`config.mk`:
```
export PLATFORM = sky130hd
export DESIGN_NAME = seg_num_fmt_flat
export DESIGN_NICKNAME = d
export VERILOG_FILES = /design/src/rtl/seg_num_fmt_if.sv /design/src/rtl/seg_num_fmt.sv /design/src/flat_wrapper.sv
export SDC_FILE = /design/constraint.sdc
export NUM_CORES = 1
export LEC_CHECK = 0
export BUFFER_PORTS_ARGS = -buffer_cell sky130_fd_sc_hd__buf_4
export CAP_MARGIN = 30
export CORE_MARGIN = 3
export CORE_UTILIZATION = 25
export DETAILED_ROUTE_END_ITERATION = 8
export PLACE_DENSITY = 0.49
export REMOVE_ABC_BUFFERS = 1
export SKIP_LAST_GASP = 1
export SLEW_MARGIN = 20
export SYNTH_ARGS = -nofsm -noshare
export SYNTH_HDL_FRONTEND = slang
export SYNTH_SLANG_ARGS = --single-unit
```
`constraint.sdc`:
```
create_clock -name clk -period 1.92 [get_ports clk]
set_input_delay 0.384 -clock clk [delete_from_list [all_inputs] [get_ports clk]]
set_output_delay 0.384 -clock clk [all_outputs]
set_load 0.02 [all_outputs]
```
`src/rtl/seg_num_fmt_if.sv`:
```
// Purpose: request/result bundle between a number source and seg_num_fmt.
// Latency: none, wires only.
// Backpressure: none; start is ignored by the formatter while busy is high.
// Ports: start/value/hex_mode/blank_lz (source -> formatter);
//        busy/done/overflow/data/enables (formatter -> source and display).
interface seg_num_fmt_if;
  logic        start;
  logic [19:0] value;
  logic        hex_mode;
  logic        blank_lz;
  logic        busy;
  logic        done;
  logic        overflow;
  logic [23:0] data;
  logic [5:0]  enables;

  modport master (
    output start, value, hex_mode, blank_lz,
    input  busy, done, overflow, data, enables
  );

  modport slave (
    input  start, value, hex_mode, blank_lz,
    output busy, done, overflow, data, enables
  );
endinterface

```
`src/rtl/seg_num_fmt.sv`:
```
// Purpose: format a 20-bit unsigned value as six display digits (BCD via double-dabble, or hex).
// Latency: done 21 clocks after the accepting edge in decimal mode, 1 clock in hex mode.
// Backpressure: start is only honoured in IDLE; requests while busy are dropped.
// Ports: clk, rst (sync, active-low); bus = seg_num_fmt_if.slave carrying the
//        request (start/value/hex_mode/blank_lz) and held result
//        (busy/done/overflow/data/enables).
module seg_num_fmt (
  input  logic          clk,
  input  logic          rst,
  seg_num_fmt_if.slave  bus
);

  typedef enum logic [1:0] {IDLE, SHIFT, FMT} state_t;

  state_t      state_q, state_d;
  logic [23:0] acc_q, acc_d;
  logic [19:0] shreg_q, shreg_d;
  logic [4:0]  cnt_q, cnt_d;
  logic        hex_q, hex_d;
  logic        blank_q, blank_d;
  logic        ovf_q, ovf_d;
  logic        busy_q, busy_d;
  logic        done_q, done_d;
  logic        overflow_q, overflow_d;
  logic [23:0] data_q, data_d;
  logic [5:0]  enables_q, enables_d;

  logic [23:0] acc_adj;
  logic [23:0] fmt_dat;
  logic [5:0]  fmt_en;

  // Double-dabble correction: any BCD nibble >= 5 would overflow past 9 on the shift.
  always_comb begin
    acc_adj = acc_q;
    for (int i = 0; i < 6; i++) begin
      if (acc_q[4*i +: 4] >= 4'd5) begin
        acc_adj[4*i +: 4] = acc_q[4*i +: 4] + 4'd3;
      end
    end
  end

  // Final digit image; shreg_q still holds the untouched value in hex mode.
  always_comb begin
    fmt_dat = acc_q;
    if (hex_q) begin
      fmt_dat = {4'h0, shreg_q};
    end else if (ovf_q) begin
      fmt_dat = 24'h999999;
    end
  end

  // Digit i is lit when it or any more significant digit is nonzero; digit 0 always lit.
  always_comb begin
    fmt_en = 6'b111111;
    if (blank_q) begin
      fmt_en[0] = 1'b1;
      for (int i = 1; i < 6; i++) begin
        fmt_en[i] = |(fmt_dat >> (4*i));
      end
    end
  end

  always_comb begin
    state_d    = state_q;
    acc_d      = acc_q;
    shreg_d    = shreg_q;
    cnt_d      = cnt_q;
    hex_d      = hex_q;
    blank_d    = blank_q;
    ovf_d      = ovf_q;
    busy_d     = busy_q;
    done_d     = 1'b0;
    overflow_d = overflow_q;
    data_d     = data_q;
    enables_d  = enables_q;

    case (state_q)
      IDLE: begin
        if (bus.start) begin
          acc_d   = 24'h000000;
          shreg_d = bus.value;
          cnt_d   = 5'd0;
          hex_d   = bus.hex_mode;
          blank_d = bus.blank_lz;
          ovf_d   = (bus.value > 20'd999999);
          busy_d  = 1'b1;
          state_d = bus.hex_mode ? FMT : SHIFT;
        end
      end
      SHIFT: begin
        {acc_d, shreg_d} = {acc_adj, shreg_q} << 1;
        cnt_d = cnt_q + 5'd1;
        if (cnt_q == 5'd19) begin
          state_d = FMT;
        end
      end
      FMT: begin
        data_d     = fmt_dat;
        enables_d  = fmt_en;
        overflow_d = ovf_q && !hex_q;
        done_d     = 1'b1;
        busy_d     = 1'b0;
        state_d    = IDLE;
      end
      default: state_d = IDLE;
    endcase
  end

  always_ff @(posedge clk) begin
    if (!rst) begin
      state_q    <= IDLE;
      acc_q      <= 24'h000000;
      shreg_q    <= 20'h00000;
      cnt_q      <= 5'd0;
      hex_q      <= 1'b0;
      blank_q    <= 1'b0;
      ovf_q      <= 1'b0;
      busy_q     <= 1'b0;
      done_q     <= 1'b0;
      overflow_q <= 1'b0;
      data_q     <= 24'h000000;
      enables_q  <= 6'b000001;
    end else begin
      state_q    <= state_d;
      acc_q      <= acc_d;
      shreg_q    <= shreg_d;
      cnt_q      <= cnt_d;
      hex_q      <= hex_d;
      blank_q    <= blank_d;
      ovf_q      <= ovf_d;
      busy_q     <= busy_d;
      done_q     <= done_d;
      overflow_q <= overflow_d;
      data_q     <= data_d;
      enables_q  <= enables_d;
    end
  end

  assign bus.busy     = busy_q;
  assign bus.done     = done_q;
  assign bus.overflow = overflow_q;
  assign bus.data     = data_q;
  assign bus.enables  = enables_q;

endmodule

```
`src/flat_wrapper.sv`:
```
// flat-port wrapper written by rule: the top's interface ports become plain ports
module seg_num_fmt_flat 
  (clk, rst, bus_start, bus_value, bus_hex_mode, bus_blank_lz, bus_busy, bus_done, bus_overflow, bus_data, bus_enables);
  seg_num_fmt_if bus_i ();
  input  logic clk;
  input  logic rst;
  input wire logic [$bits(bus_i.start)-1:0] bus_start;
  input wire logic [$bits(bus_i.value)-1:0] bus_value;
  input wire logic [$bits(bus_i.hex_mode)-1:0] bus_hex_mode;
  input wire logic [$bits(bus_i.blank_lz)-1:0] bus_blank_lz;
  output wire logic [$bits(bus_i.busy)-1:0] bus_busy;
  output wire logic [$bits(bus_i.done)-1:0] bus_done;
  output wire logic [$bits(bus_i.overflow)-1:0] bus_overflow;
  output wire logic [$bits(bus_i.data)-1:0] bus_data;
  output wire logic [$bits(bus_i.enables)-1:0] bus_enables;
  assign bus_i.start = bus_start;
  assign bus_i.value = bus_value;
  assign bus_i.hex_mode = bus_hex_mode;
  assign bus_i.blank_lz = bus_blank_lz;
  assign bus_busy = bus_i.busy;
  assign bus_done = bus_i.done;
  assign bus_overflow = bus_i.overflow;
  assign bus_data = bus_i.data;
  assign bus_enables = bus_i.enables;
  seg_num_fmt u_core (.clk(clk), .rst(rst), .bus(bus_i));
endmodule
```
# == Word level (Yosys, flattened, before mapping) ==
# Index checks and enable logic that the tools add are counted.
# totals
ff_bits,87
in_bits,25
word_cells,67
# classes
n_addsub,7
order_cmp,7
eq_ne,5
muxes,22
reduce_logical,14
# op_table
op,n
2-to-1 mux 24 bit,3
one-hot mux 24 bit (2 select lines),1
one-hot mux 20 bit (2 select lines),1
"greater-or-equal comparator 4 x 3 -> 1 bit, second input constant",6
"adder 4 x 2 -> 4 bit, second input constant",5
"greater-than comparator 20 bit, second input constant",1
2-to-1 mux 20 bit,1
2-to-1 mux 4 bit,5
OR reduction 20 bit,1
OR reduction 16 bit,1
OR reduction 12 bit,1
one-hot mux 5 bit (2 select lines),1
AND reduction 2 bit,4
OR reduction 8 bit,1
2-to-1 mux 2 bit,3
2-to-1 mux 6 bit,1
"adder 5 x 1 -> 5 bit, second input constant",1
"equality test 5 bit, second input constant",1
2-to-1 mux 5 bit,1
one-hot mux 2 bit (2 select lines),1
nonzero test 2 bit,2
OR reduction 4 bit,1
"adder 3 x 2 -> 3 bit, second input constant",1
2-to-1 mux 3 bit,1
9 further kinds,10

# == Logic depth before layout (Yosys ltp) ==
# Gate-level depths: netlist of the first run.
# logic_depth
word_depth,4
depth_mapped,7

# == Least setup slack after synthesis of the first run ==
# OpenSTA, ideal clock, no wires.
# synth_path
path_kind,reg2reg
start,register u_core.acc_q[17]
end,register u_core.acc_q[18]
arrival_ns,1.526
required_time_ns,1.861
setup_slack_ns,0.335
path_stages_with_launch,8
period_less_slack_ns,1.585
cell_sequence,dfxtp_1 inv_1 ha_1 nand2b_1 a21oi_1 mux2_2 o21ai_0 and2_1
# synth_between
elab_chain_cells,3
# synth_lines
item,line_no,text
"start, declared",seg_num_fmt.sv:16,"logic [23:0] acc_q, acc_d;"
"start signal, assigned",seg_num_fmt.sv:112,acc_q <= 24'h000000;
"start signal, assigned",seg_num_fmt.sv:125,acc_q <= acc_d;
adder 4 x 2 -> 4 bit or greater-or-equal comparator 4 x 3 -> 1 bit (tied branches),"seg_num_fmt.sv:37, seg_num_fmt.sv:36",
2-to-1 mux 4 bit (*),seg_num_fmt.sv:36,if (acc_q[4*i +: 4] >= 4'd5) begin
one-hot mux 24 bit (2 select lines) (*),seg_num_fmt.sv:77,case (state_q)
# Mark *: on every way between the ends. The rest lies on a longest branch, timed or not.
# A chain may end at the register's enable or synchronous reset.

# == Final worst setup path of the first run ==
# layout_path
start,register u_core.acc_q[5]
end,register u_core.acc_q[6]
# Same word-level chain as after synthesis.

==> results of run 1 <==
state kept, by name, summed over array words and instances (netlist names), 2 cells and up:
| signal | cells |
|---|---|
| u_core.bus.data | 24 |
| u_core.acc_q | 24 |
| u_core.state_q | 2 |
| u_core.cnt_q | 5 |
| u_core.shreg_q | 20 |
| u_core.bus.enables | 5 |
path summary, 6_finish.rpt:
check	depth (start not counted)	endpoint	slack, ns	start
worst min register to register	2	u_core.bus.data[11]	0.46	u_core.bus.data[11]
worst max register to register	7	u_core.acc_q[6]	0.13	u_core.acc_q[5]
worst min-delay path	3	u_core.shreg_q[0]	0.31	bus_value[0]
worst max-delay path	7	u_core.acc_q[6]	0.13	u_core.acc_q[5]
worst reg2reg max path: stages (launching register included):
cell and delay [ns]:
dfxtp_1 0.38, inv_1 0.09, ha_1 0.18, nand2b_1 0.13, a21oi_1 0.30, mux2_2 0.39
o21ai_0 0.13, and2_1 0.13
Yosys cell counts:
cell | n | area (um^2)
nor4bb_1 | 1 | 10.0
o21ai_0 | 25 | 125
a22oi_1 | 19 | 143
inv_1 | 16 | 60.1
nor4b_1 | 1 | 8.76
nand2_1 | 64 | 240
buf_4 | 1 | 7.51
xnor2_1 | 6 | 52.6
mux2i_1 | 1 | 10.0
xor2_1 | 5 | 43.8
a21boi_0 | 53 | 398
nor3_1 | 18 | 90.1
nand3_1 | 25 | 125
nand3b_1 | 1 | 7.51
conb_1 | 1 | 3.75
or2_2 | 2 | 12.5
nor3b_1 | 4 | 30.0
o2111ai_1 | 1 | 8.76
a21oi_1 | 16 | 80.1
nand4_1 | 2 | 12.5
clkbuf_1 | 30 | 113
and2b_1 | 1 | 7.51
o211a_1 | 10 | 100
or3_1 | 1 | 6.26
or4_1 | 1 | 7.51
o41ai_1 | 1 | 8.76
o211ai_1 | 1 | 7.51
nor2_1 | 16 | 60.1
and3_1 | 3 | 18.8
nor2b_1 | 4 | 25.0
nand2b_1 | 17 | 106
buf_2 | 8 | 40.0
o311ai_0 | 15 | 131
and2_1 | 8 | 50.1
nor4_1 | 4 | 25.0
o31ai_1 | 1 | 7.51
ha_1 | 13 | 163
o221ai_1 | 1 | 8.76
mux2_2 | 5 | 56.3
o21a_1 | 7 | 52.6
nor4_2 | 1 | 12.5
nor2_2 | 1 | 6.26
buf_6 | 1 | 11.3
dfxtp_1 | 86 | 1720
o41ai_2 | 1 | 16.3
layout make-up:
type	count	area [um^2]	share of cell area, %
clock buffer	15	248	4.72
clock inverter	1	30.0	0.572
timing repair buffer	79	631	12.0
sequential	86	1720	32.8
tap	216	270	5.15
inverter	16	60.1	1.14
multi-input combinational	357	2290	43.6
cell families (layout without fill, tap and decap cells):
logic type | count (synthesis) | in the layout | share of synthesized area [%]
and+or+nand+nor | 175 | 175 | 20.4
AOI/OAI and AO/OA | 151 | 151 | 25.7
DFF | 86 | 86 | 40.7
buffers and inverters | 56 | 111 | 5.47
adders and majority gates | 13 | 13 | 3.84
xor gates and xnor gates | 11 | 11 | 2.28
muxes | 6 | 6 | 1.57
other | 1 | 1 | 0.0886
metrics by stage:
stage / total power [uW] / instances / setup slack [ns] / hold WS (ns)
after floorplan: 2220 / 459 / -1.26 / 0.443
after global placement: 2520 / 754 / 0.222 / 0.453
after detailed placement: 2520 / 754 / 0.151 / 0.461
after CTS: 4250 / 770 / 0.137 / 0.296
after global routing: 4370 / 770 / 0.0228 / 0.321
final: 4180 / 770 / 0.135 / 0.306
metal layers:
metal  vias to the layer above  wire, um  GRT usage (%)
met5                         -         0              0
met4                         0       114           3.30
met3                        10       378           2.78
met2                        53      5700           22.5
met1                      1775      6000           18.1
li1                       1868         -              -
power by group through the flow:
stage          logic [uW]  registers [uW]  clock network, uW
3_5_place_dp          563            1960                  0
2_1_floorplan         223            1990                  0
4_1_cts               564            1920               1760
5_1_grt               607            1930               1830
3_3_place_gp          559            1960                  0
6_report              555            1920               1700
layout by cell type (no fill, tap or decap), types with 7 or more instances in the layout:
| master | instances |
|---|---|
| a21oi_1 | 15 |
| o311ai_0 | 15 |
| and2_1 | 8 |
| o211a_1 | 10 |
| clkbuf_16 | 9 |
| nor3_1 | 18 |
| nand2_1 | 64 |
| o21ai_0 | 25 |
| nand3_1 | 25 |
| nor2_1 | 16 |
| dfxtp_1 | 86 |
| buf_4 | 76 |
| nand2b_1 | 17 |
| a22oi_1 | 19 |
| a21boi_0 | 53 |
| ha_1 | 13 |
| o21a_1 | 7 |
| inv_1 | 16 |
what timing repair did:
item / in CTS / in global routing
hold buffers: 0 / 0
endpoints found under the setup margin: 0 / 1
buffers inserted: 0 / 0
gates resized for setup: 0 / 1
==> reports/metrics.yaml, run 1 <==
worst_setup_path:
  cp.arrival_ns: 2.07
  crit_path_max_fanout: 4
  cp_num_buf_inv: 1
  crit_chain: "inv_1 -> ha_1 -> nand2b_1 -> a21oi_1 -> mux2_2 -> o21ai_0 -> and2_1"
  start_kind: "flip-flop"
  end_kind: "flip-flop"
  critPathRequiredTime_ns: 2.20
  crit_type: "reg -> reg"
  cpPeakStageDelay_ns: 0.39
  slowest_stage: "mux2_2"
  cpLargestDelayFamily: "compound AO/OA/AOI/OAI gates"
clock_tree:
  cts_buffer_depth: 2
  htreeDepth: 3
  clkLatencyLatePin_ns: 0.34
  cts_tree: "yes"
  cts_root_buffer: "clkbuf_16"
  clk_pin_slew_ns: 0.06
  numCtsBuffers: 9
  clock-sinks: 86
global_routing:
  grt_pass1_vias: 3767
  antenna_found_initial: 0
  grt_pass1_wl_um: 20000
  overflow: 0
  grt_max_degree: 42
  groute.usage.overall_pct: 13.6
power:
  switching_share_pct: 26.0
  power.leakage_uw: 0.00201
  seqPwrFrac_pct: 46.0
  power.internal_uw: 3090
  irDropWorstVdd_mv: 0.469
  power.density_nw_per_um2: 796
  p_sw_uw: 1090
  combPwrFrac_pct: 13.3
  clockPowerShare_pct: 40.8
floorplanning:
  start_util_pct: 26.1
  die-area_um2: 18500
  die_w_um: 136
  core_um2: 16200
  io_pins: 58
  num_rows: 46
  dieHeight_um: 136
yosys:
  yosys_warnings: 0
  avgSynthCellArea_um2: 8.48
  yosysSeqAreaShare_pct: 40.7
  syn_area_um2: 4230
  synth_cell_types: 45
  synthCells: 499
  ys_ff_latch: 86
placement:
  placed_area_um2: 4970
  portBuffers: 56
  dp_hpwl_um: 8590
  gp_congestion: 0.844
timing:
  fin_tns_setup_ns: 0
  skew_ns: 0.00507
  finalSetupViolCount: 0
  drv_slew: 0
  finalCriticalPeriod_ns: 1.79
  hold_viol_final: 0
  fmax_mhz: 560
  tightest_slew_ns: 0.575
  slew-limit-headroom_pct: 61.7
  rsz0062_at_grt: "false"
  fin_crit_sh_pct: 93.0
cells_and_area:
  nNetsFinal: 587
  area_growth_pct: 24.1
  post_route_cells_drive_above_1_share_pct: 18.4
  design_area_um2: 5250
  final_util_pct: 32.3
  fillers: 1707
  antenna_cells: 0
drt:
  num_vias: 3706
  vias_per_cell: 4.81
  dr.pass1.iters: 4
  drcViolationCount: 0
  wl_per_cell_um: 15.8
  ant_nets: 0
  wirelength_um: 12200
  drt_iter0_drc: 282
flow_run:
  drv_cap: 0
worst_hold_path:
  min-delay-path-class: "in -> reg"
status:
  status: "finished clean"
Power figures use the tool's default switching activity.
==> run 2, diff against run 1 <==
--- a/config.mk
+++ b/config.mk
@@ -5,7 +5,7 @@
 export SDC_FILE = /design/constraint.sdc
 export NUM_CORES = 1
 export LEC_CHECK = 0
-export BUFFER_PORTS_ARGS = -buffer_cell sky130_fd_sc_hd__buf_4
+export BUFFER_PORTS_ARGS = -buffer_cell sky130_fd_sc_hd__buf_2
 export CAP_MARGIN = 30
 export CORE_MARGIN = 3
 export CORE_UTILIZATION = 25
==> run 2 against run 1 <==
Via count increased by 0.27%; combinational power down 4.9%; maximum frequency up 0.57%; cell area shrank 2.9%; sequential cell count unchanged; routed wire length down 2.4%; clock skew grew 0.0021 ns; first-iteration DRC count fell by 6.4%; worst hold slack worse by 0.015 ns; highest routed layer unchanged.
==> reports/metrics.yaml, run 2 (synthesis gave the netlist of run 1 again) <==
placement:
  portBuffers: 56  # unchanged
  gp_congestion: 0.848  # +0.44%
  dp_hpwl_um: 8210  # -4.4%
  placed_area_um2: 4840  # -2.5%
global_routing:
  grtUsageMet1_pct: 18.2  # +0.12 points
  gr-max-usage-layer: "met2"
  overflow: 0  # unchanged
  met3_usage_pct: 4.03  # +1.3 points
  antenna_found_initial: 0  # unchanged
  grt_pass1_wl_um: 19700  # -1.2%
  groute.usage.overall_pct: 13.5  # -0.051 points
  grt_pass1_vias: 3727  # -1.1%
  grt_max_degree: 87  # +110%
  globalRouteMet2Util_pct: 21.2  # -1.3 points
floorplanning:
  dieHeight_um: 136  # unchanged
  die-area_um2: 18500  # unchanged
  io_pins: 58  # unchanged
  core_um2: 16200  # unchanged
  die_w_um: 136  # unchanged
  num_rows: 46  # unchanged
  start_util_pct: 26.1  # unchanged
worst_hold_path:
  hp-start: "bus_value[0]"
  min-delay-path-class: "in -> reg"
  hold_depth: 3  # unchanged
  holdPathEnd: "u_core.shreg_q[0]"
clock_tree:
  cts_root_buffer: "clkbuf_16"
  ctsResizeCount: 0  # unchanged
  cts_buffer_depth: 2  # unchanged
  clkLatencyLatePin_ns: 0.35  # about the same
  htreeDepth: 3  # unchanged
  cts_setup_buffers: 0  # unchanged
  ctsHoldBuffers: 0  # unchanged
  numCtsBuffers: 9  # unchanged
  clk_pin_slew_ns: 0.06  # about the same
  clock-sinks: 86  # unchanged
  cts_tree: "yes"
cells_and_area:
  area_growth_pct: 20.5
  final_common_cell: "dfxtp_1"
  fillers: 1786  # +4.6%
  design_area_um2: 5100  # -2.9%
  final_util_pct: 31.4  # -0.94 points
  antenna_cells: 0  # unchanged
  mostFrequentLayoutCells: "dfxtp_1, nand2_1, buf_2"
  nNetsFinal: 589  # +0.34%
  post_route_cells_drive_above_1_share_pct: 18.9  # +0.51 points
power:
  irDropWorstVdd_mv: 0.422  # -10%
  power.density_nw_per_um2: 785  # -1.5%
  power.leakage_uw: 0.00199  # -0.97%
  p_total_uw: 4000  # -4.3%
timing:
  finalSetupViolCount: 0  # unchanged
  slew-limit-headroom_pct: 54.1  # -7.6 points
  tightest_slew_ns: 0.688  # +0.113 ns
  finalCriticalPeriod_ns: 1.77  # -0.0102 ns
  skew_ns: 0.00717  # +0.00210 ns
  fin_crit_sh_pct: 92.4  # -0.53 points
  fmax_mhz: 563  # +0.57%
  rsz0062_at_grt: "false"
  hold_viol_final: 0  # unchanged
  drv_slew: 0  # unchanged
drt:
  vias_per_cell: 4.82  # +0.14%
  wl_per_cell_um: 15.4  # -2.5%
  drt_iter0_drc: 264  # -6.4%
  drcViolationCount: 0  # unchanged
  ant_nets: 0  # unchanged
  dr.pass1.iters: 4  # unchanged
  wirelength_um: 11900  # -2.4%
  num_vias: 3716  # +0.27%
worst_setup_path:
  cp.arrival_ns: 2.06  # about the same
  r2r_slack_ns: 0.15  # about the same
  end_kind: "flip-flop"
  crit_path_max_fanout: 4  # unchanged
  worstRegToRegCells: 7  # unchanged
  r2r-start: "u_core.acc_q[9]"
  r2r-end: "u_core.acc_q[10]"
  critPathRequiredTime_ns: 2.21  # about the same
  start_kind: "flip-flop"
  crit_type: "reg -> reg"
flow_run:
  drv_cap: 0  # unchanged
status:
  status: "finished clean"
## run 2: cell types whose count changed in the layout (fill, tap and decap cells not counted), sizes merged
cell / before / now
clkbuf: 15 / 13
bufinv: 1 / 0
clkinv: 0 / 2
buf: 79 / 81
## run 2: routing by layer
| metal | up-vias | routed length, um |
|---|---|---|
| li1 | 1870 | - |
| met4 | 0 | 85 |
| met3 | 12 | 550 |
| met5 | - | 0 |
| met2 | 81 | 5480 |
| met1 | 1753 | 5780 |
## run 2: worst max path at each step
stage,end,cells after the start,from,slack [ns]
CTS,u_core.acc_q[6],7,u_core.acc_q[5],0.16
floorplan,u_core.cnt_q[2],5,bus_start,-1.26
global route,u_core.acc_q[6],7,u_core.acc_q[5],0.02
detailed placement,u_core.acc_q[6],7,u_core.acc_q[5],0.17
global placement,u_core.acc_q[14],7,u_core.acc_q[13],0.26
finish,u_core.acc_q[10],7,u_core.acc_q[9],0.15
## run 2: metrics by stage
| stage | hold slack (ns) | setup slack (ns) | instances | setup TNS [ns] |
|---|---|---|---|---|
| final | 0.292 | 0.145 | 771 | 0 |
| after global placement | 0.449 | 0.261 | 756 | 0 |
| after floorplan | 0.443 | -1.26 | 459 | -38.80 |
| after global routing | 0.315 | 0.0228 | 771 | 0 |
| after CTS | 0.278 | 0.160 | 771 | 0 |
| after detailed placement | 0.456 | 0.174 | 756 | 0 |
## run 2: layout make-up
| class | count | area, um^2 | area share (%) |
|---|---|---|---|
| Clock inverter | 2 | 10.0 | 0.196 |
| Clock buffer | 13 | 240 | 4.71 |
| Tap cell | 216 | 270 | 5.30 |
| Sequential cell | 86 | 1720 | 33.8 |
| Timing Repair Buffer | 81 | 505 | 9.92 |
| Multi-Input combinational cell | 357 | 2290 | 44.9 |
| Inverter | 16 | 60.1 | 1.18 |
## run 2: critical path, cell delays in order (launching register included)
cell and delay, ns:
dfxtp_1 0.37, inv_1 0.10, ha_1 0.19, nand2b_1 0.14
a21oi_1 0.30, mux2_2 0.37, o21ai_0 0.12, and2_1 0.13
## run 2: power breakdown
part	switching, uW	internal [uW]	leakage, uW
Clock	685	867	0.000123
Sequential	59.8	1860	0.000699
Combinational	331	198	0.00117
==> run 3, diff against run 2 <==
--- a/config.mk
+++ b/config.mk
@@ -5,8 +5,8 @@
 export SDC_FILE = /design/constraint.sdc
 export NUM_CORES = 1
 export LEC_CHECK = 0
+export ABC_AREA = 1
 export BUFFER_PORTS_ARGS = -buffer_cell sky130_fd_sc_hd__buf_2
-export CAP_MARGIN = 30
 export CORE_MARGIN = 3
 export CORE_UTILIZATION = 25
 export DETAILED_ROUTE_END_ITERATION = 8
==> run 3 against run 2 <==
Sequential share of layout area increased by 0.25 points; sequential power about the same; critical path depth unchanged; maximum frequency increased by 5.4%; combinational power increased by 25%; global-route usage decreased by 0.092 points; first-iteration DRC count decreased by 24%; count of clock-buffer cells in the layout unchanged; sequential cell count unchanged; routed wire length increased by 1.1%; critical path type unchanged.
==> reports/metrics.yaml, run 3 <==
drt:
  drcViolationCount: 0  # unchanged
  dr.pass1.iters: 4  # unchanged
  ant_nets: 0  # unchanged
  wirelength_um: 12000  # +1.1%
  wl_per_cell_um: 13.9  # -10%
  num_vias: 3944  # +6.1%
  vias_per_cell: 4.55  # -5.6%
  drt_iter0_drc: 200  # -24%
cells_and_area:
  final_common_cell: "nand2_1"
  fin_cells: 867  # +12%
  antenna_cells: 0  # unchanged
  mostFrequentLayoutCells: "nand2_1, dfxtp_1, a21oi_1"
  post_route_cells_drive_above_1_share_pct: 16.3  # -2.6 points
  nNetsFinal: 684  # +16%
  fillers: 1769  # -0.95%
  area_growth_pct: 20.9
placement:
  dp_hpwl_um: 8570  # +4.4%
  gp_congestion: 0.811  # -4.3%
  dp_cells: 849  # +12%
  portBuffers: 56  # unchanged
floorplanning:
  die_w_um: 135  # -0.51%
  die-area_um2: 18300  # -1.0%
  start_util_pct: 26.0  # -0.093 points
  io_pins: 58  # unchanged
  core_um2: 16100  # -0.71%
  num_rows: 46  # unchanged
  dieHeight_um: 135  # -0.51%
yosys:
  yosys_warnings: 0  # unchanged
  syn_area_um2: 4190  # -1.1%
  post-synth-top-count-cell: "nand2_1"
  synth_top_family_by_area: "simple AND/OR/NAND/NOR gates"
  synth-async-reset-ratio_pct: 0  # unchanged
  synth_compound_area_share_pct: 20.6  # -5.1 points
  synthSimpleGateAreaFrac_pct: 23.9  # +3.6 points
  synthTopCellsByArea: "dfxtp_1, nand2_1, a21oi_1"
  avgSynthCellArea_um2: 7.05  # -17%
  synth_xor_area_share_pct: 1.05  # -1.2 points
  yosysTopAreaCellShare_pct: 41.1  # +0.44 points
  synth_edf_count: 0  # unchanged
  synth_flop_cell: "dfxtp_1"
  yosysSeqAreaShare_pct: 41.1  # +0.44 points
  synth.area.mux_share_pct: 0  # -1.6 points
  synth_fa_ha_area_share_pct: 3.89  # +0.041 points
  ys_ff_latch: 86  # unchanged
  synthCells: 594  # +19%
  synthTopCellsByCount: "nand2_1, dfxtp_1, a21oi_1"
  synth_cell_types: 34  # -24%
  synth_top_cell_by_area: "dfxtp_1"
worst_hold_path:
  min-delay-path-class: "in -> reg"
timing:
  fmax_mhz: 594  # +5.4%
  skew_ns: 0.00517  # -0.00200 ns
  finalSetupViolCount: 0  # unchanged
  fin_crit_sh_pct: 87.7  # -4.8 points
  finalCriticalPeriod_ns: 1.68  # -0.0915 ns
  rsz0062_at_grt: "false"
  hold_viol_final: 0  # unchanged
  fin_tns_setup_ns: 0  # unchanged
  drv_slew: 0  # unchanged
worst_setup_path:
  cp.arrival_ns: 1.91  # -0.15 ns
  end_kind: "flip-flop"
  crit_path_max_fanout: 14  # +10
  start_kind: "flip-flop"
  crit_type: "reg -> reg"
  critPathRequiredTime_ns: 2.15  # -0.06 ns
global_routing:
  grt_max_degree: 57  # -34%
  overflow: 0  # unchanged
  grt_pass1_wl_um: 19300  # -2.2%
  grt_pass1_vias: 3734  # +0.19%
  groute.usage.overall_pct: 13.4  # -0.092 points
  antenna_found_initial: 0  # unchanged
clock_tree:
  cts_buffer_depth: 2  # unchanged
  clock-sinks: 86  # unchanged
  htreeDepth: 3  # unchanged
  ctsResizeCount: 0  # unchanged
  ctsHoldBuffers: 0  # unchanged
  clk_pin_slew_ns: 0.06  # about the same
  cts_tree: "yes"
  cts_root_buffer: "clkbuf_16"
  clkLatencyLatePin_ns: 0.34  # about the same
  cts_setup_buffers: 0  # unchanged
  numCtsBuffers: 9  # unchanged
power:
  p_total_uw: 4670  # +17%
  power.density_nw_per_um2: 922  # +18%
  irDropWorstVdd_mv: 0.441  # +4.3%
  power.leakage_uw: 0.00216  # +8.5%
status:
  status: "finished clean"
flow_run:
  drv_cap: 0  # unchanged
-- run 3: power by group --
group	switching [uW]	internal (uW)	leakage, uW
registers	74.0	1880	0.000701
logic	444	216	0.00129
clock network	708	1340	0.000170
total	1230	3440	0.00216
-- run 3: layout make-up --
type,instances,area [um^2],share of cell area [%]
Multi-Input combinational cell,418,2070,41.0
Sequential cell,86,1720,34.0
Timing Repair Buffer,71,418,8.26
Tap cell,216,270,5.34
Clock buffer,13,260,5.14
Inverter,60,225,4.45
Clock inverter,3,90.1,1.78
-- run 3: through the flow --
stage | hold WS (ns) | setup WS, ns | instance area [um^2] | utilization, %
floorplan | 0.443 | 0.311 | 4020 | -
global placement | 0.451 | 0.196 | 4690 | 29.1
detailed placement | 0.449 | 0.160 | 4690 | 29.1
CTS | 0.278 | 0.138 | 5040 | 31.3
global route | 0.291 | 0.0213 | 5060 | 31.4
finish | 0.288 | 0.237 | 5060 | 31.4
-- run 3: final timing paths --
| path | startpoint | to | slack (ns) | depth (start not counted) |
|---|---|---|---|---|
| setup / recovery | u_core.hex_q | u_core.bus.enables[1] | 0.24 | 7 |
| hold reg to reg | u_core.bus.busy | u_core.bus.busy | 0.47 | 2 |
| hold / removal | bus_value[0] | u_core.shreg_q[0] | 0.29 | 3 |
| setup reg to reg | u_core.hex_q | u_core.bus.enables[1] | 0.24 | 7 |
-- run 3: routing by layer --
layer	routed length, um	global-route usage (%)
met1	5960	18.2
met3	705	4.12
met5	0	0
met2	5200	20.7
met4	162	3.86
-- run 3: kinds of logic after synthesis --
| logic type | after synthesis |
|---|---|
| flops | 86 |
| buf+inv | 90 |
| compound gates | 151 |
| xor+xnor | 5 |
| other cells | 1 |
| fa+ha+maj | 13 |
| simple gates | 248 |
-- run 3: critical path, stage by stage (launching register included) --
cell and delay (ns):
dfxtp_1 0.53, inv_2 0.22, o21ai_0 0.33, nand2_1 0.09, nor2_1 0.17, nand2_1 0.07
nor2_1 0.12, nor2_1 0.05
